**src/rtl/hack_pkg.sv**
```systemverilog
// Shared Hack definitions: machine word width and the program loader state set.
package hack_pkg;

  localparam int unsigned WORD_W = 16;

  typedef enum logic [2:0] {
    LEN_HI,
    LEN_LO,
    DAT_HI,
    DAT_LO,
    RUN,
    ERR
  } loader_state_e;

  function automatic logic is_loading(loader_state_e s);
    return (s == LEN_HI) || (s == LEN_LO) || (s == DAT_HI) || (s == DAT_LO);
  endfunction

endpackage

```
**src/rtl/hack_boot_loader.sv**
```systemverilog
// Byte-stream program loader for the Hack CPU: length-prefixed big-endian words
// are written to instruction memory from address 0 while the CPU is held in reset.
module hack_boot_loader
  import hack_pkg::*;
#(
  parameter int unsigned ADDR_W  = 15,
  parameter int unsigned TIMEOUT = 1_000_000
) (
  input  logic              clk,
  input  logic              reset,
  input  logic [7:0]        rx_data,
  input  logic              rx_valid,
  output logic              rx_ready,
  input  logic              load_req,
  output logic              cpu_reset,
  output logic              rom_we,
  output logic [ADDR_W-1:0] rom_addr,
  output logic [WORD_W-1:0] rom_din,
  output logic              busy,
  output logic              err
);

  localparam int unsigned IDX_W  = ADDR_W + 1;
  localparam int unsigned IDLE_W = $clog2(TIMEOUT + 1);
  localparam logic [63:0] CAP    = 64'd1 << ADDR_W;
  localparam logic [IDLE_W-1:0] TIMEOUT_M1 = IDLE_W'(TIMEOUT - 1);

  loader_state_e     state_q, state_d;
  logic [7:0]        hi_q, hi_d;
  logic [IDX_W-1:0]  len_q, len_d;
  logic [IDX_W-1:0]  idx_q, idx_d;
  logic [IDLE_W-1:0] idle_q, idle_d;
  logic              rom_we_q, rom_we_d;
  logic [ADDR_W-1:0] rom_addr_q, rom_addr_d;
  logic [WORD_W-1:0] rom_din_q, rom_din_d;
  logic              cpu_reset_q, cpu_reset_d;
  logic              busy_q, busy_d;
  logic              err_q, err_d;

  logic              accept;
  logic [15:0]       len_w;

  assign rx_ready = !reset && is_loading(state_q);
  assign accept   = rx_ready && rx_valid;
  assign len_w    = {hi_q, rx_data};

  always_comb begin
    state_d    = state_q;
    hi_d       = hi_q;
    len_d      = len_q;
    idx_d      = idx_q;
    idle_d     = idle_q;
    rom_we_d   = 1'b0;
    rom_addr_d = rom_addr_q;
    rom_din_d  = rom_din_q;

    case (state_q)
      LEN_HI: begin
        if (accept) begin
          hi_d    = rx_data;
          state_d = LEN_LO;
        end
      end
      LEN_LO: begin
        if (accept) begin
          if (len_w == 16'd0) begin
            state_d = RUN;
          end else if ({48'd0, len_w} > CAP) begin
            state_d = ERR;
          end else begin
            len_d   = IDX_W'(len_w);
            idx_d   = '0;
            state_d = DAT_HI;
          end
        end
      end
      DAT_HI: begin
        if (accept) begin
          hi_d    = rx_data;
          state_d = DAT_LO;
        end
      end
      DAT_LO: begin
        if (accept) begin
          rom_we_d   = 1'b1;
          rom_addr_d = idx_q[ADDR_W-1:0];
          rom_din_d  = {hi_q, rx_data};
          idx_d      = idx_q + 1'b1;
          state_d    = (idx_q == len_q - 1'b1) ? RUN : DAT_HI;
        end
      end
      RUN, ERR: begin
        if (load_req) begin
          state_d = LEN_HI;
        end
      end
      default: state_d = LEN_HI;
    endcase

    // Idle timer runs only once a stream has started; LEN_HI waits forever.
    if (state_q == LEN_LO || state_q == DAT_HI || state_q == DAT_LO) begin
      if (accept) begin
        idle_d = '0;
      end else begin
        idle_d = idle_q + 1'b1;
        if (idle_q == TIMEOUT_M1) begin
          state_d = ERR;
        end
      end
    end else begin
      idle_d = '0;
    end

    // Registering "stayed in RUN" delays the CPU release one cycle past the last write.
    cpu_reset_d = !(state_q == RUN && state_d == RUN);
    busy_d      = cpu_reset_d;
    err_d       = (state_d == ERR);
  end

  always_ff @(posedge clk) begin
    if (reset) begin
      state_q     <= LEN_HI;
      hi_q        <= '0;
      len_q       <= '0;
      idx_q       <= '0;
      idle_q      <= '0;
      rom_we_q    <= 1'b0;
      rom_addr_q  <= '0;
      rom_din_q   <= '0;
      cpu_reset_q <= 1'b1;
      busy_q      <= 1'b1;
      err_q       <= 1'b0;
    end else begin
      state_q     <= state_d;
      hi_q        <= hi_d;
      len_q       <= len_d;
      idx_q       <= idx_d;
      idle_q      <= idle_d;
      rom_we_q    <= rom_we_d;
      rom_addr_q  <= rom_addr_d;
      rom_din_q   <= rom_din_d;
      cpu_reset_q <= cpu_reset_d;
      busy_q      <= busy_d;
      err_q       <= err_d;
    end
  end

  assign rom_we    = rom_we_q;
  assign rom_addr  = rom_addr_q;
  assign rom_din   = rom_din_q;
  assign cpu_reset = cpu_reset_q;
  assign busy      = busy_q;
  assign err       = err_q;

endmodule

```
**config.mk**
```make
export PLATFORM = sky130hd
export DESIGN_NAME = hack_boot_loader
export DESIGN_NICKNAME = d
export VERILOG_FILES = /design/src/rtl/hack_pkg.sv /design/src/rtl/hack_boot_loader.sv
export SDC_FILE = /design/constraint.sdc
export NUM_CORES = 1
export LEC_CHECK = 0
export CORE_ASPECT_RATIO = 1.5
export CORE_MARGIN = 3
export CORE_UTILIZATION = 50
export CTS_BUF_LIST = sky130_fd_sc_hd__clkbuf_16
export DETAILED_ROUTE_END_ITERATION = 8
export PLACE_DENSITY = 0.72
export RECOVER_POWER = 100
export SLEW_MARGIN = 40
export SYNTH_ARGS = -nofsm -noshare
export SYNTH_HDL_FRONTEND = slang
export SYNTH_SLANG_ARGS = --single-unit
```
**constraint.sdc**
```tcl
create_clock -name clk -period 3.4 [get_ports clk]
set_clock_uncertainty 0.05 [all_clocks]
set_input_delay 0.68 -clock clk [delete_from_list [all_inputs] [get_ports clk]]
set_output_delay 0.68 -clock clk [all_outputs]
set_load 0.05 [all_outputs]
```
==> flow_summary.toml <==
[sta]
slew_viol_final = 0
relSlewSlack = 0.4988
fin_tns_setup_ns = 0
finalHoldViolCount = 0
fin_ws_ns = 0.4386
fin_crit_sh = 0.8710
setup_violations = 0
fin_crit_ns = 2.961
rsz0062_at_grt = "false"
worst_pin_slew_ns = 0.7510
fmax_ghz = 0.3377

[synth]
synth_cell_types = 60
yosysSeqAreaShare = 0.4368
synth_top_area_frac = 0.4368
synth_edf_count = 0
ys_ff_latch = 97
synth_largest_area_cell = "dfxtp_1"
synthArstFlopShare = 0
yosys_warnings = 0
syn-num-nets = 563
avgSynthCellArea_um2 = 8.112
syn-instance-count = 548
synthTopCellsByArea = "dfxtp_1, nand2_1, a21oi_1, xor2_1, xnor2_1"
yosysMostFrequentCell = "nand2_1"
ys_top_cells_by_count = "nand2_1, dfxtp_1, a21oi_1"
synthesis.area_um2 = 4446
synth_ff_type = "dfxtp_1"

[placed_design]
numPortBuffers = 47
gp_congestion = 0.9038
dp_hpwl_mm = 7.881
dp_cells = 682
pre_cts_ws_ns = 0.2174

[grt]
grtUsageTotal = 0.2221
antenna_found_initial = 0
grt_pass1_wl_mm = 18.01
first_global_vias = 3815
grt_max_degree = 59
overflow = 0

[setup_path]
cp_max_fo = 11
r2r_cells = 8
cp.arrival_ns = 3.21
crit_path_start = "rx_data[0]"
required_ns = 3.64
critPathCapture = "idx_q[9]$_SDFFE_PP0P_"
r2r_start = "len_q[0]$_SDFFE_PP0P_"
endpoint_kind = "register"
slowest_stage = "dlygate4sd3_1"
cpPeakStageDelay_ns = 0.59
critPathLaunchType = "primary input"
r2r-end = "err$_SDFF_PP0_"
cp_cell_sequence = "dlygate4sd3_1 -> nor4_1 -> nand4_2 -> xor2_2 -> o2111ai_1 -> or4_1 -> nand2_1"
reg2reg_slack_ns = 1.00
worstSetupPathType = "in2reg"

[routing]
vias = 4011
postRouteWirelength_mm = 10.90
drtPass1Iterations = 4
drc = 0
postRouteAntennaNets = 0
viasPerCell = 5.746
drt_iter0_drc = 255
wl_per_cell_um = 15.61

[clocking]
cts_resized = 0
post_cts_buffers = 0
numCtsBuffers = 9
clockBufferDepth = 2
cts.sinks = 97
clk_latency_ns = 0.35
hold_buffers = 0
root_buffer = "clkbuf_16"
cts_tree = "built"
htreeDepth = 3
cts.clk_slew.worst_paths_ns = 0.07

[die]
die_x_um = 82.99
io-pin-count = 48
rows = 41
dieArea_um2 = 10080
die_h_um = 121.5
core_um2 = 8516
start_util = 0.5220

[pwr]
p_sw_mw = 0.5478
seq_power_share = 0.501
p_leak_nw = 1.914
vdd_drop_max_mv = 0.3455
p_comb_frac = 0.050
finalPower_mw = 2.316
switching_share = 0.2365
p_int_mw = 1.768
clkPwrFrac = 0.449
p_per_area_nw_per_um2 = 440.6

[finish]
insertedDiodeCount = 0
layout-drive-gt1-share = 0.07276
seq_area_um2 = 1942
fin_cells = 698
multiInputGateArea_um2 = 2321
area_delta_synth_final_pct = 18.24
fin_nets = 601
fill_cells = 806

[status]
status = "finished clean"

[min_path]
hold_path.class = "reg2reg"

[job]
drv_cap = 0
per-stage QoR:
step	hold slack (ns)	area, um2	utilization
2_1_floorplan	0.3632	4446	-
3_3_place_gp	0.3784	4970	0.5836
3_5_place_dp	0.3818	4970	0.5836
4_1_cts	0.3967	5274	0.6193
5_1_grt	0.4240	5256	0.6172
6_report	0.3958	5256	0.6172
final cells by class:
| cell class | count | share of cell area |
|---|---|---|
| multi-input cells | 414 | 0.4416 |
| flip-flops and latches | 97 | 0.3694 |
| repair buffers | 56 | 0.09998 |
| clock buffers | 9 | 0.04285 |
| well taps | 107 | 0.02547 |
| clock inverters | 7 | 0.01500 |
| inverters | 8 | 0.005713 |
state kept, by name (all words and copies together) (netlist names):
name / flops
idle_q: 20
err: 1
hi_q: 8
len_q: 16
idx_q: 16
busy: 1
rom_we: 1
state_q: 3
rom_din: 16
rom_addr: 15
layer usage:
layer	GRT usage	part of all wire	vias to the layer above
li1	-	-	1975
met3	0.03736	0.037	31
met4	0.1329	0.038	0
met1	0.2533	0.40	1904
met5	0	0	-
met2	0.3865	0.52	101
logic make-up (layout without fill, tap and decap cells):
logic type	after synthesis	count (layout)	synth area share
xor gates and xnor gates	40	40	0.08049
AOI/OAI and AO/OA	108	108	0.1444
DFF	97	97	0.4368
buffers and inverters	37	80	0.03884
adders and majority gates	3	3	0.008444
and+or+nand+nor	263	263	0.2910
how the worst min path moves through the flow:
stage | from | slack, ns | cells past startpoint | end
final | idle_q[0]$_SDFF_PP0_ | 0.40 | 1 | idle_q[0]$_SDFF_PP0_
after global routing | rom_addr[2]$_SDFFE_PP0P_ | 0.42 | 2 | rom_addr[2]$_SDFFE_PP0P_
after CTS | idle_q[0]$_SDFF_PP0_ | 0.40 | 1 | idle_q[0]$_SDFF_PP0_
after detailed placement | idle_q[0]$_SDFF_PP0_ | 0.38 | 1 | idle_q[0]$_SDFF_PP0_
after global placement | idle_q[0]$_SDFF_PP0_ | 0.38 | 1 | idle_q[0]$_SDFF_PP0_
after floorplan | idle_q[0]$_SDFF_PP0_ | 0.36 | 1 | idle_q[0]$_SDFF_PP0_
layout by cell type, fill, tap and decap left out, types with 3 or more instances in the layout:
cell type / count
or4_1: 8
nand2_1: 136
o31ai_1: 4
buf_4: 7
nand3_1: 17
nor4_1: 8
nor2_1: 32
a21oi_1: 68
o21ai_0: 10
or3_1: 7
dfxtp_1: 97
nand4_1: 6
o21a_1: 3
xor2_1: 23
xnor2_1: 16
dlygate4sd3_1: 38
o211ai_1: 6
clkdlybuf4s50_1: 8
nor4b_1: 3
clkbuf_16: 9
and3_1: 11
inv_1: 7
ha_1: 3
nand3b_1: 3
nor3_1: 6
critical path: cells and delay by family:
family / cells / cell delay [ns]
simple gates: 4 / 1.18
xor+xnor: 1 / 0.35
compound gates: 1 / 0.40
buf+inv: 1 / 0.59
power by group through the flow:
stage / logic [mW] / registers, mW / clock network [mW]
after floorplan: 0.0815 / 1.18 / 0
after global placement: 0.115 / 1.19 / 0
after global routing: 0.129 / 1.16 / 1.10
after detailed placement: 0.118 / 1.19 / 0
final: 0.117 / 1.16 / 1.04
after CTS: 0.119 / 1.16 / 1.05
No activity file was read; power rests on OpenSTA's default activity.
